$ cat src/rtl/scemi_out_pipe_get_mux_if.sv
// Bundle between the SceMi out-pipe proxies, the get mux and its consumer.
// LEVEL is present only when SCEMI_OUT_PIPE_LEVEL_EN is defined.
interface scemi_out_pipe_get_mux_if #(
  parameter int WIDTH = 32,
  parameter int NCH   = 4,
  parameter int DEPTH = 4
);
  localparam int CW = (NCH > 1) ? $clog2(NCH) : 1;

  logic [NCH*WIDTH-1:0] PXY_DATA;
  logic [NCH-1:0]       PXY_RDY;
  logic [NCH-1:0]       PXY_ACK;
  logic                 FLUSH;
  logic                 DATA_EN;
  logic [WIDTH-1:0]     DATA;
  logic [CW-1:0]        DATA_CH;
  logic                 DATA_RDY;
  logic                 ERR;

`ifdef SCEMI_OUT_PIPE_LEVEL_EN
  localparam int LW = $clog2(DEPTH) + 1;
  logic [NCH*LW-1:0]    LEVEL;

  modport master (
    output PXY_DATA, PXY_RDY, FLUSH, DATA_EN,
    input  PXY_ACK, DATA, DATA_CH, DATA_RDY, ERR, LEVEL
  );
  modport slave (
    input  PXY_DATA, PXY_RDY, FLUSH, DATA_EN,
    output PXY_ACK, DATA, DATA_CH, DATA_RDY, ERR, LEVEL
  );
`else
  modport master (
    output PXY_DATA, PXY_RDY, FLUSH, DATA_EN,
    input  PXY_ACK, DATA, DATA_CH, DATA_RDY, ERR
  );
  modport slave (
    input  PXY_DATA, PXY_RDY, FLUSH, DATA_EN,
    output PXY_ACK, DATA, DATA_CH, DATA_RDY, ERR
  );
`endif
endinterface

$ cat src/rtl/scemi_out_pipe_get_mux.sv
// Per-channel prefetch FIFOs merged round-robin onto one registered get port.
// Define SCEMI_OUT_PIPE_LEVEL_EN to expose per-channel FIFO occupancy on LEVEL.
module scemi_out_pipe_get_mux #(
  parameter int WIDTH = 32,
  parameter int NCH   = 4,
  parameter int DEPTH = 4
) (
  input  logic                    CLK,
  input  logic                    RST,
  scemi_out_pipe_get_mux_if.slave bus
);
  localparam int CW = (NCH > 1) ? $clog2(NCH) : 1;
  localparam int AW = $clog2(DEPTH);
  localparam int LW = AW + 1;

  logic [WIDTH-1:0] mem_q    [NCH][DEPTH];
  logic [AW-1:0]    wr_ptr_q [NCH];
  logic [AW-1:0]    wr_ptr_d [NCH];
  logic [AW-1:0]    rd_ptr_q [NCH];
  logic [AW-1:0]    rd_ptr_d [NCH];
  logic [LW-1:0]    cnt_q    [NCH];
  logic [LW-1:0]    cnt_d    [NCH];

  logic [WIDTH-1:0] data_q, data_d;
  logic [CW-1:0]    ch_q, ch_d;
  logic [CW-1:0]    rr_q, rr_d;
  logic             vld_q, vld_d;
  logic             err_q, err_d;

  logic [NCH-1:0]   ack;
  logic [NCH-1:0]   pop;
  logic [CW-1:0]    grant;
  logic             found;
  logic             load;

  // Prefetch acks and round-robin search starting one past the last grant.
  // NOTE: every signal driven here gets a default first, so no path leaves
  // it unassigned and no latch is inferred.
  always_comb begin
    ack   = '0;
    found = 1'b0;
    grant = '0;
    for (int c = 0; c < NCH; c++) begin
      ack[c] = bus.PXY_RDY[c] && (cnt_q[c] < LW'(DEPTH)) && !bus.FLUSH && !RST;
    end
    for (int i = 1; i <= NCH; i++) begin
      if (!found && (cnt_q[(int'(rr_q) + i) % NCH] != '0)) begin
        found = 1'b1;
        grant = CW'((int'(rr_q) + i) % NCH);
      end
    end
  end

  always_comb begin
    load   = !vld_q || bus.DATA_EN;
    pop    = '0;
    data_d = data_q;
    ch_d   = ch_q;
    rr_d   = rr_q;
    vld_d  = vld_q;
    err_d  = err_q || (bus.DATA_EN && !vld_q);

    if (bus.FLUSH) begin
      vld_d = 1'b0;
      rr_d  = CW'(NCH - 1);
    end else if (load) begin
      vld_d = found;
      if (found) begin
        data_d     = mem_q[grant][rd_ptr_q[grant]];
        ch_d       = grant;
        rr_d       = grant;
        pop[grant] = 1'b1;
      end
    end

    for (int c = 0; c < NCH; c++) begin
      if (bus.FLUSH) begin
        wr_ptr_d[c] = '0;
        rd_ptr_d[c] = '0;
        cnt_d[c]    = '0;
      end else begin
        wr_ptr_d[c] = wr_ptr_q[c] + AW'(ack[c]);
        rd_ptr_d[c] = rd_ptr_q[c] + AW'(pop[c]);
        cnt_d[c]    = cnt_q[c] + LW'(ack[c]) - LW'(pop[c]);
      end
    end
  end

  // NOTE: state registers use non-blocking assignments so every flop samples
  // the pre-edge value of every other flop, independent of statement order.
  always_ff @(posedge CLK) begin
    if (RST) begin
      for (int c = 0; c < NCH; c++) begin
        wr_ptr_q[c] <= '0;
        rd_ptr_q[c] <= '0;
        cnt_q[c]    <= '0;
      end
      data_q <= '0;
      ch_q   <= '0;
      rr_q   <= CW'(NCH - 1);
      vld_q  <= 1'b0;
      err_q  <= 1'b0;
    end else begin
      for (int c = 0; c < NCH; c++) begin
        wr_ptr_q[c] <= wr_ptr_d[c];
        rd_ptr_q[c] <= rd_ptr_d[c];
        cnt_q[c]    <= cnt_d[c];
      end
      data_q <= data_d;
      ch_q   <= ch_d;
      rr_q   <= rr_d;
      vld_q  <= vld_d;
      err_q  <= err_d;
    end
  end

  // NOTE: storage is deliberately not reset; cnt/pointers define which
  // entries are valid, so resetting the array would only cost flops.
  always_ff @(posedge CLK) begin
    for (int c = 0; c < NCH; c++) begin
      if (ack[c]) mem_q[c][wr_ptr_q[c]] <= bus.PXY_DATA[c*WIDTH +: WIDTH];
    end
  end

  assign bus.PXY_ACK  = ack;
  assign bus.DATA     = RST ? '0 : data_q;
  assign bus.DATA_CH  = (RST || NCH == 1) ? '0 : ch_q;
  assign bus.DATA_RDY = vld_q && !RST;
  assign bus.ERR      = err_q;

`ifdef SCEMI_OUT_PIPE_LEVEL_EN
  for (genvar c = 0; c < NCH; c++) begin : g_level
    assign bus.LEVEL[c*LW +: LW] = cnt_q[c];
  end
`endif

endmodule
$ cat src/flat_wrapper.sv
// flat-port wrapper written by rule: the top's interface ports become plain ports
module scemi_out_pipe_get_mux_flat 
#(
  parameter int WIDTH = 32,
  parameter int NCH   = 4,
  parameter int DEPTH = 4
)
  (CLK, RST, bus_PXY_DATA, bus_PXY_RDY, bus_FLUSH, bus_DATA_EN, bus_PXY_ACK, bus_DATA, bus_DATA_CH, bus_DATA_RDY, bus_ERR);
  scemi_out_pipe_get_mux_if #(.WIDTH(WIDTH), .NCH(NCH), .DEPTH(DEPTH)) bus_i ();
  input  logic CLK;
  input  logic RST;
  input wire logic [$bits(bus_i.PXY_DATA)-1:0] bus_PXY_DATA;
  input wire logic [$bits(bus_i.PXY_RDY)-1:0] bus_PXY_RDY;
  input wire logic [$bits(bus_i.FLUSH)-1:0] bus_FLUSH;
  input wire logic [$bits(bus_i.DATA_EN)-1:0] bus_DATA_EN;
  output wire logic [$bits(bus_i.PXY_ACK)-1:0] bus_PXY_ACK;
  output wire logic [$bits(bus_i.DATA)-1:0] bus_DATA;
  output wire logic [$bits(bus_i.DATA_CH)-1:0] bus_DATA_CH;
  output wire logic [$bits(bus_i.DATA_RDY)-1:0] bus_DATA_RDY;
  output wire logic [$bits(bus_i.ERR)-1:0] bus_ERR;
  assign bus_i.PXY_DATA = bus_PXY_DATA;
  assign bus_i.PXY_RDY = bus_PXY_RDY;
  assign bus_i.FLUSH = bus_FLUSH;
  assign bus_i.DATA_EN = bus_DATA_EN;
  assign bus_PXY_ACK = bus_i.PXY_ACK;
  assign bus_DATA = bus_i.DATA;
  assign bus_DATA_CH = bus_i.DATA_CH;
  assign bus_DATA_RDY = bus_i.DATA_RDY;
  assign bus_ERR = bus_i.ERR;
  scemi_out_pipe_get_mux #(.WIDTH(WIDTH), .NCH(NCH), .DEPTH(DEPTH)) u_core (.CLK(CLK), .RST(RST), .bus(bus_i));
endmodule
$ cat config.mk
export PLATFORM = sky130hd
export DESIGN_NAME = scemi_out_pipe_get_mux_flat
export DESIGN_NICKNAME = d
export VERILOG_FILES = /design/src/rtl/scemi_out_pipe_get_mux_if.sv /design/src/rtl/scemi_out_pipe_get_mux.sv /design/src/flat_wrapper.sv
export SDC_FILE = /design/constraint.sdc
export NUM_CORES = 1
export LEC_CHECK = 0
export ABC_AREA = 1
export ABC_CLOCK_PERIOD_IN_PS = 14300
export CORE_ASPECT_RATIO = 1.75
export CORE_UTILIZATION = 50
export DETAILED_ROUTE_END_ITERATION = 12
export DONT_BUFFER_PORTS = 1
export GPL_TIMING_DRIVEN = 1
export SYNTH_ARGS = -nofsm -noshare
export SYNTH_HDL_FRONTEND = slang
export SYNTH_SLANG_ARGS = --single-unit
export TNS_END_PERCENT = 1
$ cat constraint.sdc
create_clock -name CLK -period 14.3 [get_ports CLK]
set_input_delay 4.29 -clock CLK [delete_from_list [all_inputs] [get_ports CLK]]
set_output_delay 4.29 -clock CLK [all_outputs]
set_load 0.1 [all_outputs]
## Word level (Yosys, flattened, before mapping)

Memory sizes are Yosys's and may differ from the RTL's.
Cells that the tools add are included.

- Input bits: 136
- Output and inout bits: 40
- Bits in writable memories: 540
- Memories: 4
- Flip-flop bits (word level): 38

- Bitwise gates (word level): 18
- $lt $le $gt $ge: 15
- Reduce and logical (&&, ||, !) cells: 37
- Add/sub/neg operators: 20
- Multiplexer cells: 61

Memories:

| name | depth | width | rd ports | clocked after Yosys merged registers in | write ports | RTL line | text |
|---|---|---|---|---|---|---|---|
| u_core.mem_q | 4 | 128 | 1 | 0 | 4 | scemi_out_pipe_get_mux.sv:16 | `logic [WIDTH-1:0] mem_q [NCH][DEPTH];` |
| u_core.cnt_q | 4 | 3 | 8 | 0 | 4 | scemi_out_pipe_get_mux.sv:21 | `logic [LW-1:0] cnt_q [NCH];` |
| u_core.rd_ptr_q | 4 | 2 | 5 | 0 | 4 | scemi_out_pipe_get_mux.sv:19 | `logic [AW-1:0] rd_ptr_q [NCH];` |
| u_core.wr_ptr_q | 4 | 2 | 4 | 0 | 4 | scemi_out_pipe_get_mux.sv:17 | `logic [AW-1:0] wr_ptr_q [NCH];` |

Operators by type and width:

| kind | count |
|---|---|
| two-way mux 128 bit | 4 |
| demux 32 bit (select 2 bit) | 4 |
| two-way mux 32 bit | 7 |
| binary-select mux 32 bit (select 2 bit) | 1 |
| two-way mux 2 bit | 21 |
| two-way mux 3 bit | 8 |
| logical AND 1 bit | 22 |
| adder 2 x 1 -> 2 bit | 8 |
| >= comparator 3 bit, second input constant | 5 |
| NOT 2 -> 3 bit | 5 |
| adder 3 x 1 -> 3 bit | 4 |
| < comparator 3 x 1 -> 1 bit, second input constant | 4 |
| < comparator 3 bit, second input constant | 4 |
| two-way mux 1 bit | 12 |
| two-way mux 4 bit | 3 |
| OR 1 bit | 12 |
| nonzero test 3 bit | 4 |
| subtractor 3 x 1 -> 3 bit | 4 |
| zero test 1 bit | 6 |
| adder 2 x 1 -> 2 bit, second input constant | 2 |
| adder 2 bit, second input constant | 2 |
| < comparator 2 x 3 -> 1 bit, second input constant | 1 |
| AND reduction 3 bit | 1 |
| demux 1 bit (select 2 bit) | 1 |
| 5 further kinds | 6 |

## Logic depth before layout (Yosys ltp)

Gate-level depths: netlist of run 1.
An unclocked memory read counts as a cell.

- Depth after elaboration: 23
- Gate-level depth with buffers: 23
- Depth with buffers taken out: 22

## Least setup slack after synthesis of run 1

Ideal clock, no wire load.

- Path type: input port to output port
- Start point: input RST
- End point: output bus_DATA[21]
- Required time: 10010 ps
- Stages on the path: 4
- Data arrival time: 6134 ps
- Path slack: 3876 ps
- Path through: clkbuf_1 -> clkbuf_1 -> buf_1 -> nor2_1

- Word-level cells in the longest chain between the ends: 1

Ends and longest elaborated chain:

| what | RTL line | text |
|---|---|---|
| start, declared | flat_wrapper.sv:11 | `input logic RST;` |
| two-way mux 32 bit | scemi_out_pipe_get_mux.sv:126 | `assign bus.DATA = RST ? '0 : data_q;` |
| end, declared | flat_wrapper.sv:17 | `output wire logic [$bits(bus_i.DATA)-1:0] bus_DATA;` |

Every way passes these cells.

## Final worst setup path of run 1

- Start point: input RST
- End point: output bus_PXY_ACK[0]

- Word-level cells in the longest chain between the ends: 2

Ends and longest elaborated chain:

| what | RTL line | text |
|---|---|---|
| zero test 1 bit | scemi_out_pipe_get_mux.sv:44 | `ack[c] = bus.PXY_RDY[c] && (cnt_q[c] < LW'(DEPTH)) && !bus.FLUSH && !RST;` |
| logical AND 1 bit | scemi_out_pipe_get_mux.sv:44 |  |
| end, declared | flat_wrapper.sv:16 | `output wire logic [$bits(bus_i.PXY_ACK)-1:0] bus_PXY_ACK;` |

Every way passes these cells.

==> results of run 1 <==
kinds of logic (layout without fill, tap and decap cells):
family	count (synthesis)	count (layout)	synth area share (%)
compound gates	61	61	1.31
xor+xnor	12	12	0.421
fa+ha+maj	12	12	0.721
buf+inv	301	250	5.47
flops	580	580	67.0
other cells	0	12	0
simple gates	1351	1351	25.1
cells in the final DEF (no fill, tap or decap), types with 3 or more instances in the layout:
cell type,synthesis,routed
o21ai_0,8,8
nor3_2,0,16
nor2_1,73,38
nand4_1,259,259
fa_1,4,4
nand3_1,367,367
nand2_1,620,618
edfxtp_1,512,512
clkinv_2,0,11
o21ai_1,3,3
inv_6,0,5
clkbuf_16,0,53
a21oi_1,46,46
clkinvlp_4,0,4
clkbuf_1,55,12
inv_1,120,120
nor2_2,4,38
xor2_1,5,5
diode_2,0,12
bufinv_16,0,3
clkinv_1,1,9
buf_4,33,27
nand2_2,6,5
ha_1,8,8
inv_2,3,3
xnor2_1,7,7
dfxtp_1,68,68
sequential cells by signal (all words and copies together) (netlist names), named ones only:
name             cells
u_core.ch_q          2
u_core.vld_q         1
u_core.mem_q       512
u_core.cnt_q        12
u_core.wr_ptr_q      8
u_core.rr_q          2
u_core.bus.ERR       1
u_core.data_q       32
u_core.rd_ptr_q      8
cell type report:
| cell class | instances | area share [%] |
|---|---|---|
| Clock buffer | 65 | 5.08 |
| Sequential cell | 580 | 62.0 |
| Antenna cell | 12 | 0.111 |
| Clock inverter | 33 | 0.987 |
| Timing Repair Buffer | 28 | 0.825 |
| Multi-Input combinational cell | 1436 | 26.2 |
| Inverter | 124 | 1.72 |
| Tap cell | 660 | 3.06 |
stage by stage:
stage / hold slack (ns) / instance area, µm² / utilization, % / worst slack, ns
2_1_floorplan: 0.441 / 25000 / - / 3.88
3_3_place_gp: 0.480 / 25300 / 51.2 / 4.38
3_5_place_dp: 0.477 / 25300 / 51.2 / 4.34
4_1_cts: 0.487 / 27000 / 54.5 / 4.35
5_1_grt: 0.514 / 27000 / 54.6 / 4.25
6_report: 0.489 / 27000 / 54.6 / 4.36
worst max-delay path: stages:
cell,delay (ns)
nor2_1,0.13
buf_4,0.23
nand3_1,0.24
inv_1,0.74
worst max-delay path by stage:
stage | end | slack, ns | cells after the start
after floorplan | bus_DATA[21] | 3.88 | 4
after global placement | bus_PXY_ACK[0] | 4.38 | 4
after detailed placement | bus_PXY_ACK[0] | 4.34 | 4
after CTS | bus_PXY_ACK[0] | 4.35 | 4
after global routing | bus_PXY_ACK[3] | 4.25 | 4
final | bus_PXY_ACK[0] | 4.36 | 4
layer usage:
metal  GRT usage (%)  part of all wire [%]  vias up
met5               0                     0        -
met4            23.5                   8.7        0
met3            5.06                   6.8      209
met2            54.9                    52      755
met1            30.9                    32     8625
li1                -                     -     8044
Yosys cell counts, types with 5 or more instances:
master and number:
nand2_1 620, edfxtp_1 512, nand3_1 367, nand4_1 259
inv_1 120, buf_2 84, nor2_1 73, dfxtp_1 68
clkbuf_1 55, a21oi_1 46, buf_4 33, nor3_1 16
ha_1 8, o21ai_0 8, xnor2_1 7, nand2_2 6
xor2_1 5
==> metrics, run 1 <==
Worst R2R Path Depth 19; Post-Route Skew between 0.02 and 0.025 ns; Rows about 110; largest cells by area after synthesis edfxtp_1, nand2_1, nand3_1, nand4_1, dfxtp_1; Final Max Slew Viols 0; CP Capture Type output pin; placed insts about 2800; Final Non-Filler Cells ~3000; worst r2r dst u_core.data_q[24]; vias in the first global route 17400; maximum clock rate between 0.1 and 0.15 GHz; max-cap violations 0; routed vias ~18000; Worst Path Arrival 5.65 ns; Yosys top cell area share 61.6%; Reg area around 0.017 mm²; Clock Sinks 580; IO Count between 150 and 200; Setup violations, final 0; starting density of the core around half; Layout area overhead 8.14%; global route overflow 0; Fin. Hold Viols 0; crit path kind primary input to output pin; Reg clk slew, reported paths about 0.06 ns; Hold EP u_core.rd_ptr_q[0][1]; multi-input gate area in the final layout about 0.0071 mm²; Post-Synthesis Cell Area between 0.02 and 0.025 mm²; hpwl dp around 47 mm; Final period util 69.5%; CP Max Fanout 71; Pre-Repair DR Iteration Count 5; die span in y 298 µm; Hold Path Origin u_core.rd_ptr_q[0][1]; share of cells above drive strength 1 7.94%; status completed; hold path cells 2; DRT Wirelength approximately 77 mm; Synth warnings 0; CTS Buf Count 53; Synth Net Count 2465; Post-synth EDFFs a little over 500; Final ANT Viol Nets 0; post-synth cell types 32; Tot GR Track Use a little under a third; first-pass GRT wire length 110 mm; Tightest Hold Check Type register to register; post-synthesis cell count about 2300; startpoint types primary input; nets 2371; Critical R2R Launch u_core.rr_q[0]; Worst-Skew Late Latency about 0.6 ns; Max-slew headroom between 10% and 20%; Root Buffer clkbuf_16; H-Tree Depth 2; # Post-CTS Setup Buffers 0; Seq/Total Area, Yosys 67.0%; largest net degree at the start of global routing around 250; Vias/cell ~6; core box area 0.0495 mm²; clock buffer depth 3; post-CTS sizing 0; syn avg cell area about 11 µm²; area leader, netlist edfxtp_1; die width 171 µm; Final Wtd Congestion around 0.98; # port buffers 0; filler cell count around 4400; min Tclk post-route between 9 and 10 ns; register bit total from synthesis slightly below 600; DRC violations left 0; DRT iter0 DRCs 1593; crit path launch RST; ys async rst share 0%; Worst R2R Setup Slack between 8 and 9 ns; Req. time, crit path 10.01 ns; Main synth FF type edfxtp_1; TritonCTS clock tree done; die area between 0.05 and 0.06 mm²; Worst Max-Slew Pin Slew around 1.3 ns; wire length per cell 26.1 µm; unrepaired setup endpoints after global routing false; initial antenna violation count 4; Hold Buf Count CTS 0; setup TNS 0 ns
Power of run 1 is left out: the tool's default activity adds up to more than one toggle a clock period on the data nets, which glitch-free logic cannot reach.
==> run 2, diff against run 1 <==
Settings changed: ABC_CLOCK_PERIOD_IN_PS 14300 to 8250, PLACE_DENSITY set to 0.68.
Clock period 14.3 ns to 8.25 ns, I/O delays scaled along.
==> run 2 against run 1 <==
  * Global-route usage down 0.33 points
  * Critical path depth is the same
  * Via count grew 2.3%
  * Routed wire length fell by 0.60%
  * Final cell count grew 0.20%
  * Critical path type unchanged
  * Critical endpoint is now bus_PXY_ACK[1]
  * Largest cell class unchanged
  * Highest routed layer unchanged
==> metrics, run 2 (synthesized netlist as in run 1, its figures left out) <==
status completed; # Post-CTS Setup Buffers 0; Reg clk slew, reported paths ~0.06 ns; Tot GR Track Use a little under a third; largest net degree at the start of global routing ~140; most common cell after layout, fill and taps aside nand2_1; wire length per cell 25.9 µm; die width roughly 170 µm; crit path launch RST; Max-slew headroom about 15%; unrepaired setup endpoints after global routing false; Worst R2R Setup Slack about 2.5 ns; Root Buffer clkbuf_16; vias in the first global route 17500; CP Capture Type output pin; DRT Wirelength 76.2 mm; Worst-Skew Late Latency 0.61 ns; post-CTS sizing 0; Final Max Slew Viols 0; hold path cells 2; critical path's top delay family buffers and inverters; Req. time, crit path about 5.8 ns; min Tclk post-route 6.26 ns; CP Max Fanout 71; IO Count 176; setup TNS 0 ns; Worst R2R Path Depth 20; CTS Buf Count between 50 and 60; Hold Path Origin u_core.rd_ptr_q[3][0]; Critical R2R Launch u_core.rr_q[0]; H-Tree Depth 2; hpwl dp between 40 and 50 mm; die area 0.0509 mm²; starting density of the core between 50% and 60%; most frequent cells in the layout nand2_1, edfxtp_1, nand3_1; routed vias roughly 18000; Final ANT Viol Nets 0; max incr delay on CP 0.74 ns; Hold EP u_core.rd_ptr_q[3][0]; crit-path cells nor2_1 > buf_4 > nand3_1 > inv_1; placed instance area around 0.025 mm²; Vias/cell about 6; Setup violations, final 0; DRC violations left 0; max reg flops a little over 500; Final period util 75.9%; die span in y between 200 and 300 µm; Critical Path Slowest Stage Cell inv_1; startpoint types primary input; Post-Route Skew roughly 0.039 ns; worst path bufs/invs 2; core box area between 0.04 and 0.05 mm²; max-cap violations 0; share of cells above drive strength 1 around 8%; Final Cell Area around 0.027 mm²; Worst Path Arrival around 3.8 ns; Pre-Repair DR Iteration Count 5; nets 2373; Hold Buf Count CTS 0; Rows 108; Final Wtd Congestion between 0.8 and 0.9; first-pass GRT wire length about 110 mm; initial antenna violation count 5; Tightest Hold Check Type register to register; clock buffer depth 3; maximum clock rate ~0.16 GHz; DRT iter0 DRCs ~1800; Clock Sinks 580; Worst Max-Slew Pin Slew 1.27 ns; Layout area overhead 8.77%; Fin. Hold Viols 0; # port buffers 0; TritonCTS clock tree done; worst r2r dst u_core.data_q[22]; global route overflow 0; crit path kind primary input to output pin
## run 2: cell count changes in the layout (fill, tap and decap cells not counted), sizes merged
cell	change
bufinv	+5
clkbuf	+4
diode	+4
buf	+2
clkinv	-5
inv	-4
## run 2: how the worst max path moves through the flow
| stage | end | depth (start not counted) |
|---|---|---|
| floorplan | bus_DATA[21] | 4 |
| global placement | bus_PXY_ACK[3] | 4 |
| detailed placement | bus_PXY_ACK[0] | 4 |
| CTS | bus_PXY_ACK[3] | 4 |
| global route | bus_PXY_ACK[0] | 4 |
| finish | bus_PXY_ACK[1] | 4 |
## run 2: layout make-up
class	instances	area, µm²
fillers	4121	22300
flip-flops and latches	580	16700
multi-input cells	1436	7080
clock buffers	69	1410
well taps	660	826
inverters	124	465
clock inverters	29	380
repair buffers	30	225
diodes	16	40.0
## run 2: layer usage
layer / wire length, µm / global-route usage (%) / vias to the layer above
met5: 0 / 0 / -
met2: 39400 / 53.1 / 942
li1: - / - / 8053
met3: 6340 / 5.82 / 250
met4: 6420 / 24.3 / 0
met1: 24000 / 30.7 / 8788
## run 2: tightest hold or removal path: stages, from the launching register on
cell and delay (ns):
dfxtp_1 0.31, inv_1 0.07, a21oi_1 0.06
## run 2: through the flow
stage	hold slack (ns)	util, %	setup slack [ns]	std cells
floorplan	0.441	-	1.46	2317
global placement	0.454	51.2	2.00	2830
detailed placement	0.462	51.2	1.98	2830
CTS	0.473	54.8	1.99	2928
global route	0.503	54.9	1.93	2944
finish	0.476	54.9	1.99	2944
Power of run 2 is left out for the same reason.
